**config.mk**
```make
export PLATFORM = sky130hd
export DESIGN_NAME = exe_stage
export DESIGN_NICKNAME = d
export VERILOG_FILES = /design/src/rtl/exe_stage.sv
export SDC_FILE = /design/constraint.sdc
export NUM_CORES = 1
export LEC_CHECK = 0
export BUFFER_PORTS_ARGS = -buffer_cell sky130_fd_sc_hd__buf_2
export CORE_AREA = 3 3 279 213
export CTS_BUF_LIST = sky130_fd_sc_hd__clkbuf_4
export DETAILED_ROUTE_END_ITERATION = 6
export DIE_AREA = 0 0 282 216
export SLEW_MARGIN = 30
export SYNTH_ARGS = -nofsm -noshare
export SYNTH_HDL_FRONTEND = slang
export SYNTH_SLANG_ARGS = --single-unit
```
**constraint.sdc**
```tcl
create_clock -name clk -period 20.6 [get_ports clk]
set_input_delay 3.09 -clock clk [delete_from_list [all_inputs] [get_ports clk]]
set_output_delay 3.09 -clock clk [all_outputs]
set_load 0.005 [all_outputs]
```
**src/rtl/exe_stage.sv**
```systemverilog
// exe_stage: execute stage of the five-stage LoongArch-subset pipeline.
// Holds one decoded bundle, runs the ALU on it, issues the data-SRAM request
// on the cycle the bundle advances, and feeds forwarding / load-use hazard
// information back to decode. One register slice toward MEM.

// exe_alu: one-hot selected 32-bit ALU. Unselected ops are masked out, so an
// all-zero op code produces a zero result.
module exe_alu (
  input  logic [11:0] i_op,
  input  logic [31:0] i_src1,
  input  logic [31:0] i_src2,
  output logic [31:0] o_result
);
  logic [31:0] w_add;
  logic [31:0] w_sub;
  logic [31:0] w_slt;
  logic [31:0] w_sltu;
  logic [31:0] w_and;
  logic [31:0] w_nor;
  logic [31:0] w_or;
  logic [31:0] w_xor;
  logic [31:0] w_sll;
  logic [31:0] w_srl;
  logic [31:0] w_sra;
  logic [31:0] w_lui;
  logic [4:0]  w_sa;

  assign w_sa   = i_src2[4:0];
  assign w_add  = i_src1 + i_src2;
  assign w_sub  = i_src1 - i_src2;
  assign w_slt  = {31'b0, $signed(i_src1) < $signed(i_src2)};
  assign w_sltu = {31'b0, i_src1 < i_src2};
  assign w_and  = i_src1 & i_src2;
  assign w_nor  = ~(i_src1 | i_src2);
  assign w_or   = i_src1 | i_src2;
  assign w_xor  = i_src1 ^ i_src2;
  assign w_sll  = i_src1 << w_sa;
  assign w_srl  = i_src1 >> w_sa;
  assign w_sra  = $signed(i_src1) >>> w_sa;
  assign w_lui  = i_src2;

  // AND-OR mux over the one-hot op bits
  always_comb begin
    o_result = ({32{i_op[0]}}  & w_add)
             | ({32{i_op[1]}}  & w_sub)
             | ({32{i_op[2]}}  & w_slt)
             | ({32{i_op[3]}}  & w_sltu)
             | ({32{i_op[4]}}  & w_and)
             | ({32{i_op[5]}}  & w_nor)
             | ({32{i_op[6]}}  & w_or)
             | ({32{i_op[7]}}  & w_xor)
             | ({32{i_op[8]}}  & w_sll)
             | ({32{i_op[9]}}  & w_srl)
             | ({32{i_op[10]}} & w_sra)
             | ({32{i_op[11]}} & w_lui);
  end
endmodule

module exe_stage #(
  parameter logic [31:0] RESET_PC = 32'h1c000000
) (
  input  logic        clk,
  input  logic        reset,
  // decode side
  input  logic        ds_to_es_valid,
  input  logic [31:0] ds_pc,
  input  logic [31:0] ds_alu_src1,
  input  logic [31:0] ds_alu_src2,
  input  logic [11:0] ds_alu_op,
  input  logic        ds_sram_en,
  input  logic [3:0]  ds_sram_we,
  input  logic [31:0] ds_st_data,
  input  logic [3:0]  ds_rf_we,
  input  logic [4:0]  ds_rf_waddr,
  input  logic [4:0]  ds_rf_raddr1,
  input  logic [4:0]  ds_rf_raddr2,
  output logic        es_allow_in,
  output logic [3:0]  es_rf_we,
  output logic [4:0]  es_rf_waddr,
  output logic [31:0] es_rf_wdata,
  output logic        es_load_stall,
  // data SRAM
  output logic        data_sram_en,
  output logic [3:0]  data_sram_we,
  output logic [31:0] data_sram_addr,
  output logic [31:0] data_sram_wdata,
  // MEM side
  input  logic        ms_allow_in,
  output logic        ms_valid,
  output logic [31:0] ms_pc,
  output logic [31:0] ms_alu_result,
  output logic        ms_is_load,
  output logic [3:0]  ms_rf_we,
  output logic [4:0]  ms_rf_waddr
);

  typedef struct packed {
    logic [31:0] pc;
    logic [31:0] src1;
    logic [31:0] src2;
    logic [11:0] alu_op;
    logic        sram_en;
    logic [3:0]  sram_we;
    logic [31:0] st_data;
    logic [3:0]  rf_we;
    logic [4:0]  rf_waddr;
  } es_bundle_t;

  typedef struct packed {
    logic [31:0] pc;
    logic [31:0] alu_result;
    logic        is_load;
    logic [3:0]  rf_we;
    logic [4:0]  rf_waddr;
  } ms_bundle_t;

  logic        r_es_valid;
  es_bundle_t  r_es;
  logic        r_ms_valid;
  ms_bundle_t  r_ms;

  es_bundle_t  w_ds_bundle;
  ms_bundle_t  w_ms_next;
  logic [31:0] w_alu_result;
  logic        w_es_ready_go;
  logic        w_es_to_ms_valid;
  logic        w_es_is_store;
  logic        w_es_mem_access;
  logic        w_waddr_nz;
  logic        w_raddr_hit;

  // Bundle as presented by decode
  assign w_ds_bundle = '{
    pc:       ds_pc,
    src1:     ds_alu_src1,
    src2:     ds_alu_src2,
    alu_op:   ds_alu_op,
    sram_en:  ds_sram_en,
    sram_we:  ds_sram_we,
    st_data:  ds_st_data,
    rf_we:    ds_rf_we,
    rf_waddr: ds_rf_waddr
  };

  // Single-cycle stage: always ready once valid
  assign w_es_ready_go    = 1'b1;
  assign es_allow_in      = !r_es_valid || (ms_allow_in && w_es_ready_go);
  assign w_es_to_ms_valid = r_es_valid && w_es_ready_go;

  // Input register: valid tracks decode on any accept, payload only on a real bundle
  always_ff @(posedge clk or posedge reset) begin
    if (reset) begin
      r_es_valid <= 1'b0;
      r_es       <= '0;
      r_es.pc    <= RESET_PC;
    end else if (es_allow_in) begin
      r_es_valid <= ds_to_es_valid;
      if (ds_to_es_valid) r_es <= w_ds_bundle;
    end
  end

  exe_alu u_alu (
    .i_op     (r_es.alu_op),
    .i_src1   (r_es.src1),
    .i_src2   (r_es.src2),
    .o_result (w_alu_result)
  );

  assign w_es_is_store   = |r_es.sram_we;
  assign w_es_mem_access = r_es.sram_en || w_es_is_store;
  assign w_waddr_nz      = r_es.rf_waddr != 5'd0;
  assign w_raddr_hit     = (r_es.rf_waddr == ds_rf_raddr1) || (r_es.rf_waddr == ds_rf_raddr2);

  // SRAM request only on the advancing cycle: a held store is never written
  // twice and a held load never loses its one-cycle-later read data.
  assign data_sram_en    = r_es_valid && ms_allow_in && w_es_mem_access;
  assign data_sram_we    = data_sram_en ? r_es.sram_we : 4'h0;
  assign data_sram_addr  = w_alu_result;
  assign data_sram_wdata = r_es.st_data;

  // Forwarding: loads have no result yet in EXE, so they never forward
  assign es_rf_we      = (r_es_valid && !r_es.sram_en && w_waddr_nz) ? r_es.rf_we : 4'h0;
  assign es_rf_waddr   = r_es.rf_waddr;
  assign es_rf_wdata   = w_alu_result;
  assign es_load_stall = r_es_valid && r_es.sram_en && w_waddr_nz && w_raddr_hit;

  // Stores write no register, so their writeback enable is dropped here
  assign w_ms_next = '{
    pc:         r_es.pc,
    alu_result: w_alu_result,
    is_load:    r_es.sram_en,
    rf_we:      w_es_is_store ? 4'h0 : r_es.rf_we,
    rf_waddr:   r_es.rf_waddr
  };

  // Output register toward MEM, gated by MEM's allow-in
  always_ff @(posedge clk or posedge reset) begin
    if (reset) begin
      r_ms_valid <= 1'b0;
      r_ms       <= '0;
      r_ms.pc    <= RESET_PC;
    end else if (ms_allow_in) begin
      r_ms_valid <= w_es_to_ms_valid;
      if (w_es_to_ms_valid) r_ms <= w_ms_next;
    end
  end

  assign ms_valid      = r_ms_valid;
  assign ms_pc         = r_ms.pc;
  assign ms_alu_result = r_ms.alu_result;
  assign ms_is_load    = r_ms.is_load;
  assign ms_rf_we      = r_ms.rf_we;
  assign ms_rf_waddr   = r_ms.rf_waddr;

endmodule

```
# Word level (Yosys, flattened, before mapping)
# Cells that the tools add are included.
# Widths: inputs -> output; s select.
[totals]
reg_bits = 230
word_cells = 71
input_bits = 168
output_inout_bits = 187
[op_classes]
n_bitwise = 27
shifts = 3
order_cmp = 2
eq_ne = 2
n_mux = 3
add_sub_neg = 2
reduce_logical = 16
[ops]
columns = ["cell", "count"]
rows = [
  ["$or 32x32->32", 12],
  ["$and 32x32->32", 11],
  ["$and 32x1->32", 2],
  ["$lt 32x32->1", 2],
  ["$add 32x32->32", 1],
  ["$not 32->32", 1],
  ["$shl 32x5->32", 1],
  ["$shr 32x5->32", 1],
  ["$sshr 32x5->32", 1],
  ["$sub 32x32->32", 1],
  ["$xor 32x32->32", 1],
  ["$mux 4", 3],
  ["$eq 5x5->1", 2],
  ["$logic_and 1x1->1", 7],
  ["$reduce_bool 5->1", 1],
  ["$reduce_and 2->1", 2],
  ["$reduce_or 4->1", 1],
  ["$logic_or 1x1->1", 3],
  ["$logic_not 1->1", 2],
]

# Longest topological paths before layout
# Gate-level depths: netlist of run 1.
[logic_depth]
word_depth = 13
mapped_depth = 16
depth_no_buf = 12

# By module
# From an unflattened synthesis of run 1, not the netlist that was laid out.
[hier_totals]
cells_unflattened = 2059
hier_area_um2 = 18685.4
[by_module_without_submodules]
columns = ["module", "cells_each", "area_each_um2", "seq_area_each_um2", "instances"]
rows = [
  ["exe_stage", 744, 9509.1, 5763.0, 1],
  ["exe_alu", 1315, 9176.3, 0.0, 1],
]

# Least setup slack after synthesis of run 1
# OpenSTA, ideal clock, no wires.
[synth_timing]
path_kind = "input -> output"
from = "input port ms_allow_in"
to = "output port data_sram_en"
t_required_ps = 17510
t_arrival_ps = 3957
slack_ps = 13553
stages = 5
path_cell_list = "and2_1 clkbuf_1 clkbuf_1 nand2_1 o21ai_0"
[synth_via]
elab_chain_cells = 2
[synth_lines]
columns = ["element", "line_no", "text"]
rows = [
  ["start, declared", "88", "input logic ms_allow_in,"],
  ["$logic_and 1x1->1 (2 in a row)", "176", "assign data_sram_en = r_es_valid && ms_allow_in && w_es_mem_access;"],
  ["end, declared", "83", "output logic data_sram_en,"],
]
# No other way between the ends.

# Worst setup path after layout of run 1
[layout_timing]
from = "register r_es[58] (netlist name)"
to = "output port data_sram_addr[28]"
[layout_via]
elab_chain_cells = 13
[layout_lines]
columns = ["element", "line_no", "text"]
rows = [
  ["start, declared", "118", "es_bundle_t r_es;"],
  ["start signal, assigned", "158", "if (ds_to_es_valid) r_es <= w_ds_bundle;"],
  ["$add 32x32->32 / $sub 32x32->32 (equally long branches)", "29, 30", ""],
  ["$and 32x32->32, on equally long branches", "44, 45", ""],
  ["$or 32x32->32", "45", "| ({32{i_op[1]}} & w_sub)"],
  ["$or 32x32->32", "46", "| ({32{i_op[2]}} & w_slt)"],
  ["$or 32x32->32", "47", "| ({32{i_op[3]}} & w_sltu)"],
  ["$or 32x32->32", "48", "| ({32{i_op[4]}} & w_and)"],
  ["$or 32x32->32", "49", "| ({32{i_op[5]}} & w_nor)"],
  ["$or 32x32->32", "50", "| ({32{i_op[6]}} & w_or)"],
  ["$or 32x32->32", "51", "| ({32{i_op[7]}} & w_xor)"],
  ["$or 32x32->32", "52", "| ({32{i_op[8]}} & w_sll)"],
  ["$or 32x32->32", "53", "| ({32{i_op[9]}} & w_srl)"],
  ["$or 32x32->32 *", "54", "| ({32{i_op[10]}} & w_sra)"],
  ["$or 32x32->32 *", "55", "| ({32{i_op[11]}} & w_lui);"],
  ["end, declared", "85", "output logic [31:0] data_sram_addr,"],
]
# Every way passes the cells marked *; elsewhere a longest branch is shown, timed or not.

==> results.json, run 1 <==
{
  "status": "finished, violations left",
  "violations": "DRC",
  "cp-startpoint": "r_es[58]",
  "wl_per_cell_microns": 26.2,
  "wl_met3_microns": 9690,
  "grt_pass1_wl_microns": 120000,
  "crit_chain": "buf_4, ha_1, inv_1, fa_1, nor2b_1, o311ai_1, a21oi_1, o31ai_4, a21oi_1, or4_1, a21o_1, nand4_1, buf_2",
  "synth_nets": 2426,
  "ys.flop_type": "dfrtp_1",
  "cts_setup_buffers": 0,
  "clock_skew_ns": 0.0730,
  "grt_pass1_vias": 17570,
  "grt_max_degree": 104,
  "worstPathRequired_ns": 17.51,
  "sw_frac_of_total_pct": 45.9,
  "clk_latency_ns": 0.82,
  "slowest_delay_ns": 0.72,
  "routed.top_layer": "met5",
  "start_kind": "register",
  "die_w_microns": 282,
  "gp_congestion": 1.05,
  "fmax_mhz": 115,
  "clkTransAtPathRegs_ns": 0.07,
  "clock_path_buffers": 3,
  "coreArea_sq_mm": 0.0570,
  "syn-cell-area_sq_mm": 0.0198,
  "yosysWarnings": 0,
  "ant_nets": 0,
  "setup_viol": 0,
  "maxCapViolCount": 0,
  "rsz0062_at_grt": "false",
  "hold_depth": 2,
  "whs_ns": 0.436,
  "p_per_area_mw_per_mm2": 99.3,
  "antenna_found_initial": 7,
  "post_cts_resized": 0,
  "yosysSeqAreaShare_pct": 29.0,
  "cpLargestDelayFamily": "compound AO/OA/AOI/OAI gates",
  "fp.dieH_microns": 216,
  "min_period_ns": 8.73,
  "syn_to_final_growth_pct": 11.9,
  "hpwl_microns": 62500,
  "overflow": 0,
  "worstMarginPinSlew_ns": 1.00,
  "synth_edf_count": 0,
  "slew_viol_final": 0,
  "fin_cells": 3132,
  "reg2reg_depth": 12,
  "power.switching_mw": 1.01,
  "worst-path-max-fanout": 55,
  "pwr-share-clk_pct": 18.0,
  "setup_tns_ns": 0,
  "endpoint_kind": "output port",
  "cts_hold_buf": 0,
  "period_share_pct": 42.4,
  "rr_endpoint": "ms_alu_result[22]",
  "final_nets": 2614,
  "die_area_sq_mm": 0.0609,
  "cellLeakagePower_nw": 9.72,
  "firstDrtPassIters": 7,
  "avgSynthCellArea_sq_um": 9.19,
  "p_int_mw": 1.19,
  "ys_ff_latch": 230,
  "min_to": "ms_pc[13]",
  "slew_headroom_pct": 32.3,
  "cts_tree": "yes",
  "criticalPathCategory": "register to output port",
  "synth_cells": 2159,
  "drt-met1-wl_microns": 36800,
  "pwr-share-comb_pct": 54.4,
  "crit_slowest_cell": "buf_4",
  "cts_sinks": 230,
  "yosysUniqueCellTypes": 80,
  "path_buf_inv": 3,
  "yosysTopAreaCell": "dfrtp_1",
  "drc_errors": 6,
  "drive_gt1_share_pct": 34.0,
  "path_common_cell": "a21oi_1",
  "rr_startpoint": "r_es[58]",
  "drtIter0Drc": 2486,
  "cts_buffers": 59,
  "placedCellCount": 3026,
  "grt_usage_pct": 26.1,
  "hold_class": "register to register",
  "routed_wl_microns": 82000,
  "h-tree-depth": 2,
  "viasPerCell": 5.90,
  "vias": 18469,
  "synth_top_area_share_pct": 28.2,
  "initial_core_util_pct": 34.8,
  "min_from": "r_es[135]",
  "cts_root_buf": "clkbuf_4",
  "async_flop_share_pct": 100,
  "finalHoldViolCount": 0,
  "ys_top_cells_by_area": "dfrtp_1 (28%), mux2_2 (11%), mux4_2 (8.9%)",
  "r2r_slack_ns": 15.62,
  "ir_drop_uv": 39.5,
  "worstPathArrival_ns": 5.64,
  "seq_power_share_pct": 27.6,
  "row_count": 76,
  "dr_wl_met2_microns": 34200,
  "io_buffers": 354,
  "ios": 355,
  "fillers": 5764
}
-- power by group through the flow --
| stage | Clock [mW] | Sequential (mW) | Combinational, mW |
|---|---|---|---|
| detailed placement | 0 | 0.616 | 1.16 |
| CTS | 0.419 | 0.607 | 1.17 |
| global placement | 0 | 0.611 | 1.16 |
| finish | 0.397 | 0.608 | 1.20 |
| floorplan | 0 | 0.588 | 0.811 |
| global route | 0.441 | 0.619 | 1.28 |
-- worst max path at each step --
stage                         end  cells after the start
6_report       data_sram_addr[28]                     13
5_1_grt        data_sram_addr[28]                     13
4_1_cts        data_sram_addr[28]                     13
3_5_place_dp   data_sram_addr[28]                     13
3_3_place_gp   data_sram_addr[28]                     13
2_1_floorplan  data_sram_wdata[0]                      1
-- metrics by stage --
| stage | setup slack [ns] | power [mW] | instance area (sq um) | util (%) |
|---|---|---|---|---|
| after floorplan | 11.22 | 1.40 | 19800 | - |
| after detailed placement | 12.76 | 1.78 | 21400 | 37.6 |
| after global routing | 11.54 | 2.34 | 22200 | 39.0 |
| after CTS | 11.82 | 2.19 | 22200 | 38.9 |
| final | 11.87 | 2.20 | 22200 | 39.0 |
| after global placement | 12.84 | 1.77 | 21400 | 37.6 |
-- flip-flops by register name, summed over array words and instances, names as in the netlist --
name	cells
ms_pc	32
ms_rf_waddr	5
ms_rf_we	4
ms_valid	1
data_sram_wdata	32
es_rf_waddr	5
r_es_valid	1
ms_alu_result	32
ms_is_load	1
r_es	117
-- placed cells by master, fill, tap and decap left out, drive strengths merged, types with 11 or more instances in the layout --
master / synthesis / final
and3: 20 / 20
or3: 13 / 13
xnor2: 36 / 36
o31ai: 15 / 15
nor3: 36 / 36
dfrtp: 224 / 224
mux4: 78 / 78
nor2: 140 / 140
a222oi: 30 / 30
a21oi: 115 / 115
nand2b: 20 / 20
nor2b: 16 / 16
and2: 11 / 11
o21ai: 72 / 72
a211oi: 22 / 22
mux2: 190 / 190
clkbuf: 125 / 93
xor2: 12 / 12
o211ai: 32 / 32
nand4: 18 / 18
a21o: 14 / 14
inv: 102 / 102
a31oi: 25 / 25
a22oi: 11 / 11
mux2i: 71 / 71
nand2: 246 / 246
a221oi: 13 / 13
buf: 155 / 407
nand3: 52 / 52
ha: 97 / 97
-- cells in the mapped netlist, drive strengths merged (14+ instances only) --
library cell  instances
nor2                140
o31ai                15
nor3                 36
nand4                18
dfrtp               224
clkbuf              125
nand3                52
mux4                 78
a31oi                25
ha                   97
mux2                190
nand2b               20
nand2               246
xnor2                36
a222oi               30
and3                 20
o21ai                72
nor2b                16
a21oi               115
inv                 102
mux2i                71
buf                 155
o211ai               32
a211oi               22
a21o                 14
-- worst reg2reg max path, stage by stage (launching register included) --
cell and delay (ns):
dfrtp_4 0.61, buf_4 0.72, ha_1 0.31, inv_1 0.06, fa_1 0.41, nor2b_1 0.18, o311ai_1 0.65, a21oi_1 0.36
o31ai_4 0.39, a211oi_1 0.14, mux2_1 0.35, a221o_1 0.40, mux2_2 0.28
-- logic make-up (layout without fill, tap and decap cells) --
family / count (synthesis) / in the layout / synth area share [%]
XOR/XNOR: 48 / 48 / 2.12
other: 0 / 4 / 0
multiplexers: 339 / 339 / 23.2
AO/OA/AOI/OAI: 453 / 453 / 15.8
AND/OR/NAND/NOR: 605 / 605 / 13.8
buffers and inverters: 385 / 613 / 9.68
adder cells (fa/ha/maj): 99 / 99 / 6.32
flip-flops: 230 / 230 / 29.0
-- area by class of cell --
class	count	area [sq um]	share of cell area, %
Inverter	105	402	1.81
Sequential cell	230	5770	26.0
Multi-Input combinational cell	1544	12200	54.9
Timing Repair Buffer	407	2170	9.78
Tap cell	741	927	4.18
Clock buffer	93	698	3.14
Antenna cell	4	10.0	0.0451
Clock inverter	8	40.0	0.180
-- per-layer routing --
metal	up-vias	GRT usage [%]
met5	-	0
met4	2	4.97
met3	87	6.91
met2	1042	36.5
met1	9207	40.0
li1	8131	-
Power figures use the tool's default switching activity.
==> run 2: changes to the inputs <==
==> constraint.sdc (replaced) <==
create_clock -name clk -period 9.1 [get_ports clk]
set_input_delay 1.365 -clock clk [delete_from_list [all_inputs] [get_ports clk]]
set_output_delay 1.365 -clock clk [all_outputs]
set_load 0.005 [all_outputs]
==> results.json, run 2 (synthesized netlist as in run 1, its figures left out) <==
{
  "hold_depth": 2,
  "setup_tns_ns": 0,
  "row_count": 76,
  "finalHoldViolCount": 0,
  "fin_cells": 3145,
  "fillers": 5747,
  "viasPerCell": 5.98,
  "die_w_microns": 282,
  "finalPower_mw": 5.17,
  "h-tree-depth": 3,
  "cts_root_buf": "clkbuf_4",
  "gp_congestion": 1.05,
  "worst-path-max-fanout": 67,
  "grt_pass1_vias": 17970,
  "antenna_found_initial": 11,
  "drive_gt1_share_pct": 34.3,
  "hpwl_microns": 64500,
  "clock_skew_ns": 0.0659,
  "slowest_delay_ns": 0.79,
  "layout_commonest_cell": "buf_2",
  "slew_viol_final": 0,
  "final-seq-area_sq_mm": 0.00577,
  "fp.dieH_microns": 216,
  "initial_core_util_pct": 34.8,
  "hold_class": "register to register",
  "largest-register": "r_es",
  "ios": 355,
  "overflow": 0,
  "worstPathRequired_ns": 7.74,
  "clkTransAtPathRegs_ns": 0.06,
  "crit_slowest_cell": "buf_4",
  "final_nets": 2624,
  "grt_max_degree": 131,
  "start_kind": "register",
  "rsz0062_at_grt": "false",
  "cellLeakagePower_nw": 9.79,
  "ir_drop_uv": 80.3,
  "cpLargestDelayFamily": "compound AO/OA/AOI/OAI gates",
  "final_core_util_pct": 39.2,
  "grt_pass1_wl_microns": 124000,
  "io_buffers": 354,
  "status": "finished clean",
  "ant_nets": 0,
  "vias": 18805,
  "criticalPathCategory": "register to output port",
  "placedCellCount": 3029,
  "drtIter0Drc": 2532,
  "fmax_mhz": 148,
  "worstMarginPinSlew_ns": 1.01,
  "setup_viol": 0,
  "wl_per_cell_microns": 27.5,
  "cts_buffers": 66,
  "drc_errors": 0,
  "period_share_pct": 74.0,
  "maxCapViolCount": 0,
  "path_depth": 9,
  "worstPathArrival_ns": 5.37,
  "cts_tree": "yes",
  "clk_latency_ns": 0.82,
  "min_period_ns": 6.74,
  "cts_setup_buffers": 0,
  "grt_usage_pct": 27.6,
  "p_per_area_mw_per_mm2": 231,
  "syn_to_final_growth_pct": 12.6,
  "final_cell_mix": "buf_2 (355), nand2_1 (244), dfrtp_1 (220)",
  "endpoint_kind": "output port",
  "multi_input_area_sq_mm": 0.0122,
  "cts_sinks": 230,
  "largest_register_ffs": 117,
  "path_buf_inv": 2,
  "reg2reg_depth": 9,
  "die_area_sq_mm": 0.0609,
  "cts_hold_buf": 0,
  "path_common_cell": "o211ai_1",
  "crit_chain": "buf_4, mux4_2, mux2_2, o21ai_0, o211ai_1, a211oi_1, o211a_1, o211ai_1, buf_2",
  "post_cts_resized": 0,
  "slew_headroom_pct": 31.9,
  "routed_wl_microns": 86300,
  "firstDrtPassIters": 6,
  "coreArea_sq_mm": 0.0570,
  "clock_path_buffers": 3
}
-- run 2: cell types whose count changed in the layout (fill, tap and decap cells not counted), moves of 2 or more --
cell,delta
buf_4,+3
bufinv_16,+2
diode_2,+3
clkbuf_4,+6
-- run 2: metal layers --
layer  wire [microns]  vias up  track usage [%]
met1            38000     9404             39.9
met3            10500      155             10.5
li1                 -     8172                -
met2            35400     1064             38.1
met4             2400       10             7.91
met5               60        -                0
-- run 2: final timing paths --
path,end,startpoint,slack (ns)
worst max-delay path,es_rf_wdata[23],r_es[59],2.36
worst min-delay path,ms_pc[26],r_es[148],0.42
worst max register to register,ms_alu_result[23],r_es[59],4.27
worst min register to register,ms_pc[26],r_es[148],0.42
max in group asynchronous,r_es[8],reset,7.14
min in group asynchronous,data_sram_wdata[13],reset,0.68
-- run 2: worst reg2reg max path, delay by kind of cell, from the launching register on --
| family | cells | cell delay, ns |
|---|---|---|
| buffers and inverters | 1 | 0.80 |
| AOI/OAI and AO/OA | 5 | 1.76 |
| DFF | 1 | 0.78 |
| muxes | 3 | 1.35 |
-- run 2: cell type report --
cell class                 instances  share of cell area, %
tap                              741                   4.15
clock buffer                      99                   3.33
multi-input combinational       1544                   54.5
clock inverter                     9                  0.420
antenna                            7                 0.0784
sequential                       230                   25.8
timing repair buffer             410                   9.86
inverter                         105                   1.80
-- run 2: power breakdown --
part           internal [mW]  switching (mW)  total [mW]  leakage (nW)
logic                   1.05            1.73        2.77          6.66
clock network          0.546           0.476        1.02         0.492
registers               1.20           0.172        1.37          2.63
total                   2.79            2.37        5.17          9.79
-- run 2: through the flow --
step / hold WS, ns / setup slack, ns / instance area [sq um]
floorplan: 0.432 / 1.44 / 19800
global placement: 0.438 / 3.47 / 21500
detailed placement: 0.445 / 3.41 / 21500
CTS: 0.416 / 2.47 / 22300
global route: 0.456 / 2.10 / 22300
finish: 0.423 / 2.36 / 22300
